### src/rtl/zigma_trace_buffer.sv
// zigma_trace_buffer: armed/triggered trace capture FIFO for pc, ALU result
// and register write data, with optional circular (WRAP) capture.
// Optional feature macro: ZIGMA_TRACE_TIMESTAMP_EN adds a 32-bit cycle
// timestamp per entry, returned on rd_ts.
//
// Handshake: a pop is accepted on any rising edge where rd_en=1 and empty=0;
// the popped entry is on rd_* with rd_valid=1 during the following cycle.
// rd_en while empty is ignored and rd_* keep their previous value.
module zigma_trace_buffer #(
  parameter int XLEN  = 32,
  parameter int DEPTH = 16,
  parameter int WRAP  = 0
) (
  input  logic                     clk,
  input  logic                     reset,
  input  logic                     arm,
  input  logic                     trig_en,
  input  logic [XLEN-1:0]          trig_pc,
  input  logic                     cap_valid,
  input  logic [XLEN-1:0]          cap_pc,
  input  logic [XLEN-1:0]          cap_alu,
  input  logic [XLEN-1:0]          cap_wdata,
  input  logic                     rd_en,
  output logic [XLEN-1:0]          rd_pc,
  output logic [XLEN-1:0]          rd_alu,
  output logic [XLEN-1:0]          rd_wdata,
  output logic                     rd_valid,
  output logic [$clog2(DEPTH):0]   count,
  output logic                     full,
  output logic                     empty,
  output logic                     overflow,
`ifdef ZIGMA_TRACE_TIMESTAMP_EN
  output logic [31:0]              rd_ts,
`endif
  output logic [1:0]               state
);

  localparam int AW = $clog2(DEPTH);
  localparam int CW = AW + 1;
  localparam logic [CW-1:0] DEPTH_C = CW'(DEPTH);

  typedef enum logic [1:0] {
    IDLE    = 2'd0,
    ARMED   = 2'd1,
    CAPTURE = 2'd2,
    DONE    = 2'd3
  } state_t;

  state_t          state_q, state_d;
  logic [AW-1:0]   wptr, rptr;
  logic [CW-1:0]   count_q, count_d;
  logic            ovf_q;
  logic            clear, do_wr, do_rd, drop, overwrite;

  logic [XLEN-1:0] mem_pc    [DEPTH];
  logic [XLEN-1:0] mem_alu   [DEPTH];
  logic [XLEN-1:0] mem_wdata [DEPTH];

  assign full     = (count_q == DEPTH_C);
  assign empty    = (count_q == '0);
  assign count    = count_q;
  assign overflow = ovf_q;
  assign state    = state_q;

  // Next-state and per-cycle actions; arm in any state restarts the session.
  always_comb begin
    state_d   = state_q;
    clear     = 1'b0;
    do_wr     = 1'b0;
    do_rd     = rd_en && !empty;
    drop      = 1'b0;
    overwrite = 1'b0;
    count_d   = count_q;
    if (arm) begin
      clear   = 1'b1;
      do_rd   = 1'b0;
      state_d = trig_en ? ARMED : CAPTURE;
    end else begin
      case (state_q)
        ARMED: begin
          if (cap_valid && (cap_pc == trig_pc)) begin
            do_wr   = 1'b1;
            state_d = CAPTURE;
          end
        end
        CAPTURE: begin
          if (cap_valid) begin
            if (!full || (WRAP != 0) || do_rd) do_wr = 1'b1;
            else                               drop  = 1'b1;
          end
        end
        DONE: begin
          if (cap_valid) drop = 1'b1;
        end
        default: ;
      endcase
    end
    // A write into a full buffer with no pop in the same cycle evicts the oldest.
    overwrite = do_wr && full && !do_rd;
    if (clear)                                count_d = '0;
    else if (do_wr && !do_rd && !overwrite)   count_d = count_q + CW'(1);
    else if (do_rd && !do_wr)                 count_d = count_q - CW'(1);
    if (!clear && (state_q == CAPTURE) && (WRAP == 0) && (count_d == DEPTH_C))
      state_d = DONE;
  end

  // State, pointers, count, sticky overflow and registered read port.
  always_ff @(posedge clk or posedge reset) begin
    if (reset) begin
      state_q  <= IDLE;
      wptr     <= '0;
      rptr     <= '0;
      count_q  <= '0;
      ovf_q    <= 1'b0;
      rd_valid <= 1'b0;
      rd_pc    <= '0;
      rd_alu   <= '0;
      rd_wdata <= '0;
    end else begin
      state_q <= state_d;
      count_q <= count_d;
      if (clear) begin
        wptr     <= '0;
        rptr     <= '0;
        ovf_q    <= 1'b0;
        rd_valid <= 1'b0;
      end else begin
        rd_valid <= do_rd;
        if (do_wr)              wptr  <= wptr + AW'(1);
        if (do_rd || overwrite) rptr  <= rptr + AW'(1);
        if (drop || overwrite)  ovf_q <= 1'b1;
        if (do_rd) begin
          rd_pc    <= mem_pc[rptr];
          rd_alu   <= mem_alu[rptr];
          rd_wdata <= mem_wdata[rptr];
        end
      end
    end
  end

  // Entry storage; contents need no reset since count gates every read.
  always_ff @(posedge clk) begin
    if (do_wr) begin
      mem_pc[wptr]    <= cap_pc;
      mem_alu[wptr]   <= cap_alu;
      mem_wdata[wptr] <= cap_wdata;
    end
  end

`ifdef ZIGMA_TRACE_TIMESTAMP_EN
  logic [31:0] ts_q;
  logic [31:0] mem_ts [DEPTH];

  // Free-running cycle counter and the registered timestamp read port.
  always_ff @(posedge clk or posedge reset) begin
    if (reset) begin
      ts_q  <= '0;
      rd_ts <= '0;
    end else begin
      ts_q <= ts_q + 32'd1;
      if (do_rd && !clear) rd_ts <= mem_ts[rptr];
    end
  end

  // Timestamp storage alongside each entry.
  always_ff @(posedge clk) begin
    if (do_wr) mem_ts[wptr] <= ts_q;
  end
`endif

endmodule

### config.mk
export PLATFORM = sky130hd
export DESIGN_NAME = zigma_trace_buffer
export DESIGN_NICKNAME = d
export VERILOG_FILES = /design/src/rtl/zigma_trace_buffer.sv
export SDC_FILE = /design/constraint.sdc
export NUM_CORES = 1
export LEC_CHECK = 0
export CORE_MARGIN = 5
export CORE_UTILIZATION = 41
export CTS_BUF_LIST = sky130_fd_sc_hd__clkbuf_16
export DETAILED_ROUTE_END_ITERATION = 10
export PLACE_DENSITY = 0.56
export SLEW_MARGIN = 25
export SYNTH_ARGS = -nofsm -noshare
export SYNTH_HDL_FRONTEND = slang
export SYNTH_SLANG_ARGS = --single-unit
### constraint.sdc
create_clock -name clk -period 12.25 [get_ports clk]
set_input_delay 3.675 -clock clk [delete_from_list [all_inputs] [get_ports clk]]
set_output_delay 3.675 -clock clk [all_outputs]
set_load 0.03 [all_outputs]
# Yosys cells after proc, flatten, opt, wreduce, memory -nomap -nowiden

Memory sizes are Yosys's and may differ from the RTL's. A register that Yosys moved wholly into a read port is not among the register bits.
Cells that the tools add are included.

Flip-flop bits (word level): 17
Memory bits (writable): 1536
Bits of input ports: 134
Output and inout bits: 107
Word-level logic and storage cells: 75
Memories kept: 3

Memories:

| memory    | words | bits a word | read ports | clocked after memory_dff | write ports | line | RTL |
|---|---|---|---|---|---|---|---|
| mem_alu   | 16    | 32          | 1          | 1                        | 1           | 56   | `logic [XLEN-1:0] mem_alu [DEPTH];` |
| mem_pc    | 16    | 32          | 1          | 1                        | 1           | 55   | `logic [XLEN-1:0] mem_pc [DEPTH];` |
| mem_wdata | 16    | 32          | 1          | 1                        | 1           | 57   | `logic [XLEN-1:0] mem_wdata [DEPTH];` |

Add/sub/neg operators: 4
Equal/unequal tests: 6
Mux-type cells: 29
Bitwise gates (word level): 1
Reduce and logical (&&, ||, !) cells: 26

Operators by type and width:

| cell                                                                  | number |
|---|---|
| 32-bit equality test                                                  | 1 |
| 4-bit two-way mux                                                     | 4 |
| 1-bit two-way mux                                                     | 15 |
| 5-bit two-way mux                                                     | 3 |
| 5-bit equality test, second input constant                            | 2 |
| 2-bit two-way mux                                                     | 5 |
| 1-bit logical AND                                                     | 9 |
| 4-bit by 1-bit adder with 4-bit output, second input constant         | 2 |
| 1-bit logical NOT                                                     | 6 |
| 2-bit nonzero test                                                    | 3 |
| 3-bit nonzero test                                                    | 2 |
| 5-bit by 1-bit adder with 5-bit output, second input constant         | 1 |
| 5-bit logical NOT                                                     | 1 |
| 5-bit by 1-bit subtractor with 5-bit output, second input constant    | 1 |
| 2-bit equality test, second input constant                            | 2 |
| 1-bit case mux with 2 select lines                                    | 2 |
| 2-bit AND reduction                                                   | 2 |
| 1-bit logical OR                                                      | 3 |
| 2-bit by 1-bit equality test with 1-bit output, second input constant | 1 |
| 1-bit inverter                                                        | 1 |

# Longest topological paths before layout

Gate-level depths: netlist of the first run.

Depth in word-level cells: 18
Mapped depth: 12
Gate-level depth less buffers: 11

# Least setup slack after synthesis of the first run

Ideal clock, no wire load.

Path type: input to register
From: in trig_pc[10]
To: mem mem_alu[1][0] (enable)
Setup time: 0.786 ns
Arrival: 14.029 ns
Required time: 11.464 ns
Slack: -2.565 ns
Stages: 7
Path buffers: 1
Path through: xnor2_1 > nand4_1 > nor4_2 > a41oi_4 > or2_0 > clkbuf_1 > nor4_1

Longest elaborated chain between the ends: 7

RTL lines:

| element                                 | line | RTL |
|---|---|---|
| start: declaration                      | 18   | `input logic [XLEN-1:0] trig_pc,` |
| 32-bit equality test                    | 81   | `if (cap_valid && (cap_pc == trig_pc)) begin` |
| 1-bit logical AND                       | 81   |  |
| 1-bit two-way mux                       | 81   |  |
| 1-bit case mux with 2 select lines      | 79   | `case (state_q)` |
| 1-bit two-way mux                       | 74   | `if (arm) begin` |
| 1-bit two-way mux                       | 143  | `if (do_wr) begin` |
| 1-bit two-way mux (implied by the code) | 145  | `mem_alu[wptr] <= cap_alu;` |
| end: declaration                        | 56   |  |

No other way between the ends.

# Worst setup path after layout of the first run

From: in cap_pc[30]
To: mem mem_pc[6][4] (enable)

Longest elaborated chain between the ends: 7

RTL lines:

| element                                 | line | RTL |
|---|---|---|
| start: declaration                      | 20   | `input logic [XLEN-1:0] cap_pc,` |
| 32-bit equality test                    | 81   |  |
| 1-bit logical AND                       | 81   |  |
| 1-bit two-way mux                       | 81   |  |
| 1-bit case mux with 2 select lines      | 79   |  |
| 1-bit two-way mux                       | 74   |  |
| 1-bit two-way mux                       | 143  |  |
| 1-bit two-way mux (implied by the code) | 144  | `mem_pc[wptr] <= cap_pc;` |
| end: declaration                        | 55   |  |

No other way between the ends.

==> metrics.txt, run 1 <==
CTS tree yes; I/O pin count 241; CP max stage cell xnor2_1; Pwr Density 186 nW/µm²; fin crit share 68.8%; drt pass-1 iters 5; cts repair resizes 0; CP startpoint kind input pin; Register Area 49000 µm²; global-route wire length before repair 231000 µm; Min-Delay Path Class reg -> reg; Die X 403 µm; most used flip-flop cell after synthesis edfxtp_1; Fin. Hold Viols 0; Clock transition at path regs 60 ps; CP peak stage delay 780 ps; Max-slew headroom 30.1%; DR WL/cell 27.1 µm; CORE AREA 154000 µm²; placer congestion estimate 0.739; Final Util 47.9%; WS Path Type in -> reg; Area Overhead vs Synth 16.2%; fillers 12.8k; biggest area consumer among synthesized cells edfxtp_1; Post-Syn Instances 3357; post-CTS setup buffers 0; Slew Limit Fails 0; crit path time final 8430 ps; DRC viols 0; ANT nets after route 0; post-synthesis cell type count 44; yosys synthesis warning count 0; Arr. time, crit path 8840 ps; drt total wl 159000 µm; count leader, synth edfxtp_1; crit-path max FO 45; Bufs on Longest Clock Path 3; outcome finished clean; Seq/Total Area, Yosys 77.1%; vias in the first global route 33.0k; EDFF count, synth 1536; Syn Area/Cell 18.9 µm²; die height 403 µm; Final setup viols 0; Mapped Area 63500 µm²; Mapped Nets 3502; RSZ-0062 raised after global routing false; Multi-input gate area 13800 µm²; clk sink count 1649; DR vias 32.3k; largest net degree at the start of global routing 105; area share of the largest cell type after synthesis 72.7%; IO buf count 240; Post-synth top cells 1536 x edfxtp_1, 298 x nand2_1, 296 x mux2i_1; max_cap viols 0; top post-synthesis cells by area edfxtp_1 73%, mux4_2 6.8%, mux2i_1 4.7%; Critical Path, Cell by Cell clkdlybuf4s50_1, xnor2_1, nand4_1, nor4_2, a41oi_4, or2_0, nor3b_2, and2_4, buf_4; Setup Skew 24.9 ps; final worst slack 3820 ps; Synth Register Bits 1649; highest clock rate 119 MHz; Num CTS Buffers 173; number of cell rows 144; initial antenna violation count 15; Worst Tran Pin Value 1050 ps; hold_buf cts 0; die area 163000 µm²; starting density of the core 41.2%; Initial DRC Count 2631; Critical Path End Type register; # H-tree levels 4; total grt overflow 0; Clk Latency, worst-skew pair 780 ps; layout cells sized above 1 16.3%; Async SR Flop Fraction 6.85%; root buf cell clkbuf_16; pre-CTS setup slack 2980 ps; Max VDD drop 0.129 mV; nets@finish 3807; Worst Path Required 12660 ps; Final HPWL DP 89500 µm; Leakage Power 0.0227 µW; vias per inst 5.52; Global Route Usage Sum 19.3%
## sequential cells by signal, indices dropped and copies added (netlist names)
register / count
overflow: 1
mem_wdata: 512
rptr: 4
rd_pc: 32
count: 5
wptr: 4
mem_alu: 512
mem_pc: 512
rd_alu: 32
rd_wdata: 32
rd_valid: 1
state: 2
## layout make-up
class / count / area share, %
flip-flops and latches: 1649 / 66.4
multi-input cells: 1505 / 18.7
clock buffers: 176 / 5.97
repair buffers: 318 / 4.10
well taps: 2044 / 3.47
clock inverters: 145 / 1.25
inverters: 15 / 0.0832
diodes: 4 / 0.0136
## worst max-delay path, delay by kind of cell
| family | cells | cell delay [ps] |
|---|---|---|
| buf+inv | 2 | 1460 |
| xor+xnor | 1 | 780 |
| compound gates | 1 | 480 |
| simple gates | 5 | 2330 |
## metrics by stage
stage               power [µW]  TNS [ps]  cell area [µm²]  std cells  hold WS [ps]
global placement          8990         0            68400       5530           464
global route             14300         0            73700       5852           504
finish                   13700         0            73700       5856           476
floorplan                 8150   -985090            63500       3357           563
detailed placement        9000         0            68400       5531           473
CTS                      13900         0            73700       5852           486
## path summary, 6_finish.rpt
check	to	slack (ps)	from	cells past startpoint
min	rd_pc[27]	480	rd_pc[27]	2
min in group asynchronous	rd_wdata[8]	3300	reset	2
max	mem_pc[6][4]	3820	cap_pc[30]	9
max in group asynchronous	rd_wdata[22]	7870	reset	3
min reg2reg	rd_pc[27]	480	rd_pc[27]	2
max reg2reg	mem_pc[6][4]	7330	count[0]	10
## per-layer routing
metal  GRT usage [%]  up-vias  share of wire, %
met2            31.3      851                48
met3            3.50      231               5.3
met1            27.2    17000                44
met4            5.13        4               2.4
li1                -    14200                 -
met5               0        -             0.016
## cell usage in the layout (no fill, tap or decap), types with 42 or more instances in the layout
master	count
edfxtp_1	1536
nand2_1	297
mux2i_1	296
clkdlybuf4s50_1	239
o221ai_1	192
mux4_2	192
clkbuf_16	176
o21ai_0	169
dfrtp_1	109
a21oi_1	101
mux2_2	97
buf_4	75
inv_1	71
clkinv_1	42
## logic make-up after synthesis
family / count (synthesis) / synth area share, %
adders and majority gates: 11 / 0.217
muxes: 585 / 13.2
xor gates and xnor gates: 38 / 0.525
buffers and inverters: 203 / 1.29
AOI/OAI and AO/OA: 498 / 5.13
DFF: 1649 / 77.1
and+or+nand+nor: 373 / 2.48
## power breakdown
part	internal (µW)	switching, µW
Sequential	6340	133
Combinational	1040	1320
Clock	2770	2140
(Power assumes the default switching activity.)
==> inputs of run 2 (changes only) <==
PLACE_DENSITY = 0.53   (was 0.56)
clock period = 8.8 ns   (was 12.25 ns; I/O delays follow)
==> run 2 against run 1 <==
Sequential share of layout area is 0.75 points lower. Final area increased by 1.1%. Global-route usage barely moved. Via count down 1.0%. Core utilization is 0.55 points higher. Setup slack worse by 1800 ps. Worst hold slack about the same. Cell count hardly changed. Clock power rose by 48%. Critical path depth is 1 higher. Clock skew is 20 ps higher. Die area stayed put. Critical endpoint is now mem_wdata[15][24].
==> metrics.txt, run 2 (synthesis results as in run 1) <==
fillers 12.8k; global-route wire length before repair 231000 µm; post-CTS setup buffers 0; hold_buf cts 0; Fin. Hold Viols 0; Leakage Power 0.0229 µW; Bufs on Longest Clock Path 3; Sw Share 26.0%; Final Util 48.4%; cell depth of the worst setup path 10; DR vias 32.0k; placer congestion estimate 0.746; Num CTS Buffers 176; I/O pin count 241; Final HPWL DP 88900 µm; layout cells sized above 1 16.9%; Setup Skew 44.5 ps; RR Startpoint rptr[2]; nets@finish 3806; number of cell rows 144; worst r2r dst rd_pc[15]; sequential cell fraction of total power 45.9%; Combinational Power Share 16.9%; largest net degree at the start of global routing 152; drt pass-1 iters 7; biggest regs mem_alu x512, mem_pc x512, mem_wdata x512; CTS tree yes; Hold Path Depth 2; final std cells w/o fill 5859; initial antenna violation count 17; Final setup viols 0; Clock transition at path regs 60 ps; Min-Delay Path Class reg -> reg; outcome finished clean; CP Buf/Inv Count 3; die height 403 µm; internal power 14500 µW; WS Path Type in -> reg; max_cap viols 0; CP peak stage delay 700 ps; Critical Path End Type register; highest clock rate 148 MHz; clk sink count 1649; Worst Path Required 9210 ps; starting density of the core 41.2%; Slew Limit Fails 0; Worst Tran Pin Value 1030 ps; crit path time final 6740 ps; Critical Path, Cell by Cell clkdlybuf4s50_1, xnor2_1, nand4_1, nor4_2, a41oi_4, or2_0, inv_1, nand3_1, nor2_4, buf_4; DR WL/cell 27.1 µm; vias per inst 5.46; Initial DRC Count 2379; vias in the first global route 32.8k; pre-CTS setup slack 1280 ps; Max VDD drop 0.189 mV; root buf cell clkbuf_16; Die X 403 µm; DRC viols 0; die area 163000 µm²; Clock power frac 37.2%; Clk Latency, worst-skew pair 800 ps; RSZ-0062 raised after global routing false; IO buf count 240; final worst slack 2060 ps; Global Route Usage Sum 19.3%; # H-tree levels 4; crit-path max FO 35; commonest cells after routing, fill and taps aside 1536 x edfxtp_1, 297 x nand2_1, 296 x mux2i_1; Arr. time, crit path 7150 ps; Min-Delay Startpoint rd_pc[21]; Pwr Density 263 nW/µm²; CP max stage cell clkdlybuf4s50_1; # placed instances 5527; ANT nets after route 0; r2r setup slk 4290 ps; drt total wl 159000 µm; CP delay by family, top simple AND/OR/NAND/NOR gates; Fin Setup TNS 0 ps; cts repair resizes 0; fin crit share 76.6%; FF-to-FF path depth 9; Max-slew headroom 31.5%; worst hold margin 476 ps; Area Overhead vs Synth 17.5%; CORE AREA 154000 µm²; WHS Endpoint rd_pc[21]; CP startpoint kind input pin; total grt overflow 0; most common cell after layout, fill and taps aside edfxtp_1; NetSw 5080 µW
## run 2: cell count changes in the layout (fill, tap and decap cells not counted), moves of 3 or more
cell and change:
clkinv_1 -3, clkinv_4 +3, nor4_2 -4, bufinv_16 +10
clkinvlp_4 +3, nor4_4 +4, buf_4 -36, clkinv_2 +8
inv_1 -18, inv_6 -4, clkinv_8 +4, buf_12 +32
## run 2: how the worst max path moves through the flow
stage	start	to	slack [ps]
finish	cap_pc[31]	mem_wdata[15][24]	2060
global route	cap_pc[31]	mem_wdata[15][19]	1760
CTS	cap_pc[31]	mem_pc[12][12]	2080
detailed placement	cap_pc[31]	mem_pc[12][12]	1280
global placement	cap_pc[15]	mem_wdata[3][24]	1180
floorplan	trig_pc[10]	mem_alu[0][0]	-960
## run 2: power groups by stage
| stage | Clock [µW] | Sequential [µW] | Combinational [µW] |
|---|---|---|---|
| floorplan | 0 | 9520 | 1820 |
| global placement | 0 | 9160 | 3380 |
| detailed placement | 0 | 9150 | 3390 |
| CTS | 7460 | 8990 | 3400 |
| global route | 7790 | 9020 | 3570 |
| finish | 7280 | 8990 | 3320 |
## run 2: worst register-to-register path, delay by kind of cell (launching register included)
kind                   cells  cell delay, ps
AO/OA/AOI/OAI              4            1070
buffers and inverters      2            1590
AND/OR/NAND/NOR            3             980
flip-flops                 1             780
## run 2: layout make-up
cell class	instances	area (µm²)	area share, %
clock inverters	149	1300	1.75
inverters	15	61.3	0.0822
flip-flops and latches	1649	49000	65.7
multi-input cells	1505	13800	18.5
well taps	2044	2560	3.43
clock buffers	178	4450	5.97
repair buffers	314	3400	4.55
diodes	5	12.5	0.0168
## run 2: per-stage QoR
stage               instance area, µm²  power (µW)
finish                           74600       19600
global route                     74600       20400
CTS                              74600       19900
detailed placement               68800       12500
global placement                 68800       12500
floorplan                        63500       11300
## run 2: metal layers
| layer | wire length, µm | track usage, % | vias to the layer above |
|---|---|---|---|
| met5 | 24 | 0 | - |
| met4 | 2910 | 4.52 | 4 |
| met1 | 71400 | 27.5 | 16800 |
| li1 | - | - | 14200 |
| met3 | 8220 | 3.80 | 206 |
| met2 | 76000 | 31.0 | 765 |
